`src/rtl/keypad_scanner.sv`:
```
// -----------------------------------------------------------------------------
// keypad_scanner
//
// Scans a 4x4 active-low matrix keypad. One column is driven low at a time
// for CNT_SCAN clocks. At the end of each column slot the (synchronised) row
// lines are folded into a 16-bit snapshot, bit (row*4 + col) set when that key
// reads pressed. A full scan is four column slots. A snapshot replaces the
// debounced matrix state only after DEBOUNCE_SCANS identical consecutive
// scans. A two-state FSM turns the debounced matrix into a single press event
// carrying the lowest pressed key code, plus a held-level flag.
//
// Optional feature (compile-time macro KEYPAD_REPEAT_EN):
//   While a key is held, key_valid pulses again every REPEAT_SCANS full scans
//   with the unchanged key_code. When the macro is undefined, no repeat
//   counter exists and REPEAT_SCANS is not a parameter of the module.
//
// Parameters:
//   CNT_SCAN        clocks per column slot (>= 4, so the synchroniser settles
//                   after a column switch before the row lines are sampled)
//   DEBOUNCE_SCANS  identical consecutive scans needed to accept a state (2..15)
//   REPEAT_SCANS    full scans between auto-repeat events (KEYPAD_REPEAT_EN)
//
// Ports:
//   clk        system clock
//   resetn     synchronous active-low reset
//   col[3:0]   column drive, active-low, exactly one bit low
//   row[3:0]   row sense, active-low, asynchronous to clk
//   key_valid  one-cycle press (or repeat) event
//   key_code   code of the last accepted key, row*4 + col
//   key_down   high while a debounced key is held
// -----------------------------------------------------------------------------
module keypad_scanner #(
  parameter logic [26:0] CNT_SCAN       = 27'd100_000,
  parameter int unsigned DEBOUNCE_SCANS = 4
`ifdef KEYPAD_REPEAT_EN
  ,
  parameter int unsigned REPEAT_SCANS   = 200
`endif
) (
  input  logic       clk,
  input  logic       resetn,
  output logic [3:0] col,
  input  logic [3:0] row,
  output logic       key_valid,
  output logic [3:0] key_code,
  output logic       key_down
);

  localparam logic [26:0] CNT_LAST  = CNT_SCAN - 27'd1;
  // Saturation value of the match counter and the value it must already hold
  // for the current (equal) scan to complete the acceptance run.
  localparam logic [3:0]  MATCH_MAX = 4'(DEBOUNCE_SCANS - 1);
  localparam logic [3:0]  ACCEPT_AT = 4'(DEBOUNCE_SCANS - 2);

  typedef enum logic {
    IDLE = 1'b0,
    HELD = 1'b1
  } state_t;

  // ---------------------------------------------------------------------------
  // Row synchroniser. Idle (released) level is all-ones.
  // ---------------------------------------------------------------------------
  logic [3:0] row_meta;
  logic [3:0] row_sync;

  // NOTE: reset is synchronous here, so it sits inside the clocked branch and
  // the sensitivity list carries only the clock edge.
  always_ff @(posedge clk) begin
    if (!resetn) begin
      row_meta <= 4'hF;
      row_sync <= 4'hF;
    end else begin
      // NOTE: non-blocking assignments make every register read the value from
      // before this edge, which is what turns these two lines into a 2-stage
      // shift rather than a single wire.
      row_meta <= row;
      row_sync <= row_meta;
    end
  end

  // ---------------------------------------------------------------------------
  // Column slot timing
  // ---------------------------------------------------------------------------
  logic [26:0] cnt;
  logic [1:0]  idx;
  logic        col_last;
  logic        scan_end;

  assign col_last = (cnt == CNT_LAST);
  assign scan_end = col_last && (idx == 2'd3);

  always_ff @(posedge clk) begin
    if (!resetn) begin
      cnt <= '0;
      idx <= '0;
    end else if (col_last) begin
      cnt <= '0;
      idx <= idx + 2'd1;
    end else begin
      cnt <= cnt + 27'd1;
    end
  end

  assign col = ~(4'b0001 << idx);

  // ---------------------------------------------------------------------------
  // Snapshot assembly. snap_next is the snapshot with the current column's
  // nibble replaced by the live sample; at scan end it is the completed scan,
  // so the comparison below sees column 3 without waiting another cycle.
  // ---------------------------------------------------------------------------
  logic [15:0] snap;
  logic [15:0] snap_next;
  logic [15:0] prev_snap;
  logic [15:0] debounced;
  logic [3:0]  match_cnt;

  always_comb begin
    // NOTE: assigning a full default before the loop keeps every bit driven on
    // every path, so no latch is inferred.
    snap_next = snap;
    for (int r = 0; r < 4; r++) begin
      snap_next[4 * r + int'(idx)] = ~row_sync[r];
    end
  end

  always_ff @(posedge clk) begin
    if (!resetn) begin
      snap      <= '0;
      prev_snap <= '0;
      match_cnt <= '0;
      debounced <= '0;
    end else begin
      if (col_last) begin
        snap <= snap_next;
      end
      if (scan_end) begin
        prev_snap <= snap_next;
        if (snap_next == prev_snap) begin
          if (match_cnt != MATCH_MAX) begin
            match_cnt <= match_cnt + 4'd1;
          end
          // Counter reaches (or already sits at) its ceiling on this edge:
          // DEBOUNCE_SCANS identical scans in a row have now been seen.
          if (match_cnt >= ACCEPT_AT) begin
            debounced <= snap_next;
          end
        end else begin
          match_cnt <= '0;
        end
      end
    end
  end

  // ---------------------------------------------------------------------------
  // Lowest-set-bit encoder: with several keys down, the lowest code wins.
  // ---------------------------------------------------------------------------
  logic [3:0] low_code;

  always_comb begin
    low_code = '0;
    for (int i = 15; i >= 0; i--) begin
      if (debounced[i]) begin
        low_code = 4'(i);
      end
    end
  end

  // ---------------------------------------------------------------------------
  // Press FSM
  // ---------------------------------------------------------------------------
  state_t state;
  state_t state_next;
  logic   press;
  logic   rep_fire;

  always_ff @(posedge clk) begin
    if (!resetn) begin
      state <= IDLE;
    end else begin
      state <= state_next;
    end
  end

  always_comb begin
    state_next = state;
    press      = 1'b0;
    case (state)
      IDLE: begin
        if (|debounced) begin
          state_next = HELD;
          press      = 1'b1;
        end
      end
      HELD: begin
        // Rollover and partial releases are ignored; only an all-clear
        // matrix ends the hold.
        if (~|debounced) begin
          state_next = IDLE;
        end
      end
      default: state_next = IDLE;
    endcase
  end

`ifdef KEYPAD_REPEAT_EN
  // ---------------------------------------------------------------------------
  // Auto-repeat: counts completed scans while the hold continues. Cleared in
  // IDLE, which also covers the entry into HELD.
  // ---------------------------------------------------------------------------
  localparam logic [15:0] REP_LAST = 16'(REPEAT_SCANS - 1);

  logic [15:0] rep_cnt;

  assign rep_fire = (state == HELD) && (state_next == HELD) && scan_end &&
                    (rep_cnt == REP_LAST);

  always_ff @(posedge clk) begin
    if (!resetn) begin
      rep_cnt <= '0;
    end else if ((state != HELD) || (state_next != HELD)) begin
      rep_cnt <= '0;
    end else if (scan_end) begin
      rep_cnt <= rep_fire ? 16'd0 : rep_cnt + 16'd1;
    end
  end
`else
  assign rep_fire = 1'b0;
`endif

  // ---------------------------------------------------------------------------
  // Registered outputs: key_code and key_valid update on the same edge.
  // ---------------------------------------------------------------------------
  always_ff @(posedge clk) begin
    if (!resetn) begin
      key_valid <= 1'b0;
      key_code  <= '0;
    end else begin
      key_valid <= press | rep_fire;
      if (press) begin
        key_code <= low_code;
      end
    end
  end

  assign key_down = (state == HELD);

endmodule

```
`config.mk`:
```
export PLATFORM = sky130hd
export DESIGN_NAME = keypad_scanner
export DESIGN_NICKNAME = d
export VERILOG_FILES = /design/src/rtl/keypad_scanner.sv
export SDC_FILE = /design/constraint.sdc
export NUM_CORES = 1
export LEC_CHECK = 0
export CORE_UTILIZATION = 45
export CTS_BUF_LIST = sky130_fd_sc_hd__clkbuf_4 sky130_fd_sc_hd__clkbuf_8 sky130_fd_sc_hd__clkbuf_16
export DETAILED_ROUTE_END_ITERATION = 12
export GPL_ROUTABILITY_DRIVEN = 0
export HOLD_SLACK_MARGIN = 0.02
export PLACE_DENSITY = 0.65
export SLEW_MARGIN = 20
export SYNTH_ARGS = -nofsm -noshare
export SYNTH_HDL_FRONTEND = slang
export SYNTH_SLANG_ARGS = --single-unit
```
`constraint.sdc`:
```
create_clock -name clk -period 5.2 [get_ports clk]
set_clock_uncertainty 0.2 [all_clocks]
set_input_delay 0.52 -clock clk [delete_from_list [all_inputs] [get_ports clk]]
set_output_delay 0.52 -clock clk [all_outputs]
set_load 0.01 [all_outputs]
```
# == Word-level counts from Yosys, hierarchy flattened ==
# Index checks and enable logic that the tools add are counted.
# word_totals
wordCells,79
out_inout_bits,10
regBits,95
input_bits,6
# classes
add_sub_neg,6
n_shift,1
n_mux,32
n_reduce_logical,9
n_bitwise,6
order_cmp,9
eq_ne,5
# op_table
op,n
$mux W4,18
$bwmux W16,4
$add A27 B1 Y27 const B,1
$eq A27 B17 Y1 const B,1
$eq A16 B16 Y1,1
$reduce_or A16 Y1,1
$demux W1 S4,3
$add A4 B2 Y5 const A,2
$ge A5 B1 Y1 const B,2
$lt A5 B5 Y1 const B,2
$mux W1,6
$logic_and A1 B1 Y1,5
$lt A2 B5 Y1 const B,1
$lt A4 B5 Y1 const B,1
$not A1 Y1,5
$add A3 B2 Y4 const A,1
$add A4 B1 Y4 const B,1
$ge A4 B1 Y1 const B,1
$ge A4 B2 Y1 const B,1
$ne A4 B2 Y1 const B,1
$not A4 Y4,1
$shl A1 B2 Y4 const A,1
$reduce_and A3 Y1,1
$add A2 B1 Y2 const B,1
6 further kinds,6

# == Longest topological paths before layout ==
# depth
depth_word,16
mapped_depth,11
ltp_nobuf,8

# == Least setup slack after synthesis ==
# No wires, ideal clock.
# synth_path
path_kind,reg2reg
from,reg idx[0]
to,reg debounced[10]
synth_period_minus_slack_ns,2.777
t_arrival_ns,2.445
setup_ns,0.132
stages_incl_launch_ff,12
slack_ns,2.423
cell_sequence,dfxtp_1 -> inv_1 -> ha_1 -> clkbuf_1 -> and2_1 -> o21ai_0 -> nand4_1 -> or4_1 -> clkbuf_1 -> buf_2 -> o31ai_2 -> a21oi_1
# synth_via
elab_chain_cells,10
# synth_rtl
item,line_no,source
from (decl),85,logic [1:0] idx;
from (signal assigned),98,idx <= idx + 2'd1;
"$add A3 B2 Y4, or another cell as far along",122,snap_next[4 * r + int'(idx)] = ~row_sync[r];
"$lt A4 B5 Y1 (implied by the code), or another cell as far along",122,
$logic_and A1 B1 Y1 (implied by the code) / $mux W1 (equally long branches),122,
$mux W1 (implied by the code) / $demux W1 S2 (equally long branches),122,
$demux W1 S4 / $bwmux W16 (equally long branches),122,
$bwmux W16 (3 in a row),122,
$eq A16 B16 Y1,138,if (snap_next == prev_snap) begin
$reduce_and A3 Y1 (no source line),-,
to (signal assigned),145,debounced <= snap_next;
to (decl),114,logic [15:0] debounced;
# Several ways; a longest one is shown, not always the timed one.
# A chain may end at the register's enable or synchronous reset.

# == Worst setup path after layout ==
# layout_path
from,reg idx[0]
to,reg debounced[1]
# The elaborated chain is that of the path after synthesis.

==> impl_metrics.json <==
{
  "p_leak_nw": 1.80,
  "register_area_um2": 1900,
  "grt_pass1_vias": 3500,
  "worst_slew_pin_slew_ps": 812,
  "dieWidth_um": 102,
  "drt-initial-drc-count": 182,
  "crit_slowest_cell": "or4_1",
  "n_fill_cell": 935,
  "synth_ff_type": "dfxtp_1",
  "clock_sinks": 95,
  "grt_max_degree": 47,
  "layout_min_cycle_time_ps": 3200,
  "track_usage_pct": 20.7,
  "arrival_ps": 3210,
  "crit_buf_inv": 1,
  "dieArea_um2": 10500,
  "fin_nets": 576,
  "fp.dieH_um": 102,
  "ys_warn_count": 0,
  "max-slew-margin-rel_pct": 45.7,
  "ys_ff_latch": 95,
  "antenna_found_initial": 0,
  "crit_fanout": 17,
  "detailed_place_hpwl_um": 6980,
  "area_delta_synth_final_pct": 9.48,
  "setup_tns_ps": 0,
  "io_buffers": 15,
  "cp_top_family": "simple AND/OR/NAND/NOR gates",
  "layoutNonFillerInstCount": 700,
  "dp.cells": 685,
  "num_vias": 3895,
  "crit_type": "flop to flop",
  "n_antenna_cell": 0,
  "drive_above_1_share_pct": 6.88,
  "finalSetupViolations": 0,
  "first_pass_iters": 5,
  "multiInputGateArea_um2": 2470,
  "cts_tree": "built",
  "dp_slack_ps": 2060,
  "worstPathCellList": "inv_1 -> ha_1 -> and2_1 -> o21ai_0 -> nand4_1 -> or4_1 -> o31ai_1 -> a21oi_1",
  "ir_drop_mv": 0.131,
  "yosysSeqAreaShare_pct": 41.9,
  "timing.final.crit_share_pct": 61.5,
  "hold_path_class": "flop to flop",
  "core.rowCount": 36,
  "layout_commonest_cell": "dfxtp_1",
  "syn_inst": 562,
  "synth_cell_type_count": 41,
  "power.density_nw_per_um2": 255,
  "start_util_pct": 46.5,
  "clk_latency_ps": 360,
  "async_flop_share_pct": 0,
  "antenna_left": 0,
  "clock_path_buffers": 2,
  "synth_edf_count": 0,
  "crit_required_ps": 5210,
  "cts_root_buffer": "clkbuf_8",
  "cp-start-kind": "flop",
  "numCtsBuffers": 9,
  "r2r_slack_ps": 2000,
  "grt-ovfl-total": 0,
  "vias_per_cell": 5.56,
  "synth_nets": 575,
  "postCtsSetupRepairBufs": 0,
  "fmax_mhz": 313,
  "worst_slack_ps": 2000,
  "post_cts_resized": 0,
  "syn_area_um2": 4540,
  "status": "finished, final reports clean",
  "avgSynthCellArea_um2": 8.08,
  "drc_errors": 0,
  "routed_wl_um": 10100,
  "ctsHoldBuffers": 0,
  "io_pins": 16,
  "maxCapViolations": 0,
  "rsz0062_at_grt": "false",
  "wl_per_cell_um": 14.4,
  "cts.clk_slew.worst_paths_ps": 90,
  "layout_common_cells": "95 x dfxtp_1, 77 x nor2_1, 74 x nand2_1, 46 x a21oi_1, 37 x nand4_1",
  "coreArea_um2": 9770,
  "cpPeakStageDelay_ps": 900,
  "htreeDepth": 3,
  "maxSlewViolCount": 0,
  "end_kind": "flop",
  "hold_viol": 0,
  "grt_first_pass_wirelength_um": 16900
}
## sequential cells by signal, indices dropped and copies added (netlist names)
signal,cells
debounced,16
key_valid,1
snap,16
key_code,4
match_cnt,4
row_sync,4
row_meta,4
prev_snap,16
idx,2
key_down,1
cnt,27
## stage by stage
| stage | util [%] | hold slack, ps | area [um^2] | total power, W |
|---|---|---|---|---|
| global route | 50.9 | 227 | 4970 | 0.00132 |
| CTS | 50.7 | 215 | 4960 | 0.00128 |
| finish | 50.9 | 211 | 4970 | 0.00127 |
| detailed placement | 48.7 | 194 | 4760 | 0.000796 |
| global placement | 48.7 | 188 | 4760 | 0.000795 |
| floorplan | - | 186 | 4540 | 0.000782 |
## cells in the mapped netlist, types with 2 or more instances
cell type	count	area share, %
o21bai_1	4	0.66
nor4_2	2	0.55
inv_1	12	0.99
o211a_1	8	1.8
o31ai_1	7	1.2
nor2_1	77	6.4
o211ai_1	3	0.50
nand3_1	9	0.99
buf_2	9	0.99
nand2b_1	8	1.1
nand2_1	74	6.1
o221a_2	2	0.50
ha_1	7	1.9
o31ai_2	10	2.8
dfxtp_1	95	42
xor2_1	16	3.1
nand4_1	37	5.1
and4b_1	2	0.44
buf_6	2	0.50
nor2b_1	3	0.41
nor3_1	7	0.77
a21oi_1	46	5.1
o21ai_0	19	2.1
or4_1	7	1.2
clkbuf_1	18	1.5
and2_1	17	2.3
and3_1	6	0.83
or3_1	16	2.2
a211oi_1	4	0.66
and4_1	4	0.77
xnor2_1	10	1.9
nor4_1	12	1.7
## layer usage
metal  track usage [%]  vias to the layer above  wire [um]
li1                  -                     1981          -
met1              28.7                     1809       4800
met2              32.6                       94       4660
met3              2.80                       11        517
met4              8.13                        0        104
met5                 0                        -          0
## worst paths after layout
| path | from | to | cells after the start |
|---|---|---|---|
| max reg2reg | idx[0] | debounced[1] | 8 |
| max | idx[0] | debounced[1] | 8 |
| min | row_meta[3] | row_sync[3] | 1 |
| min reg2reg | row_meta[3] | row_sync[3] | 1 |
## layout make-up
cell class                 count  area share, %
clock buffer                  10           2.77
inverter                      13          0.981
clock inverter                 5           1.18
tap                          133           3.35
timing repair buffer          20           3.77
sequential                    95           38.2
multi-input combinational    424           49.7
## where the power goes
part,switching [W],internal [W]
Combinational,0.0000308,0.0000120
Clock,0.000257,0.000233
Sequential,0.00000432,0.000732
Total,0.000292,0.000976
## cell families after synthesis
kind of cell,Yosys count,share of synthesized area (%)
DFF,95,41.9
xor gates and xnor gates,26,5.01
buffers and inverters,43,4.13
adders and majority gates,7,1.93
and+or+nand+nor,285,31.4
AOI/OAI and AO/OA,106,15.6
Power figures use the tool's default switching activity.
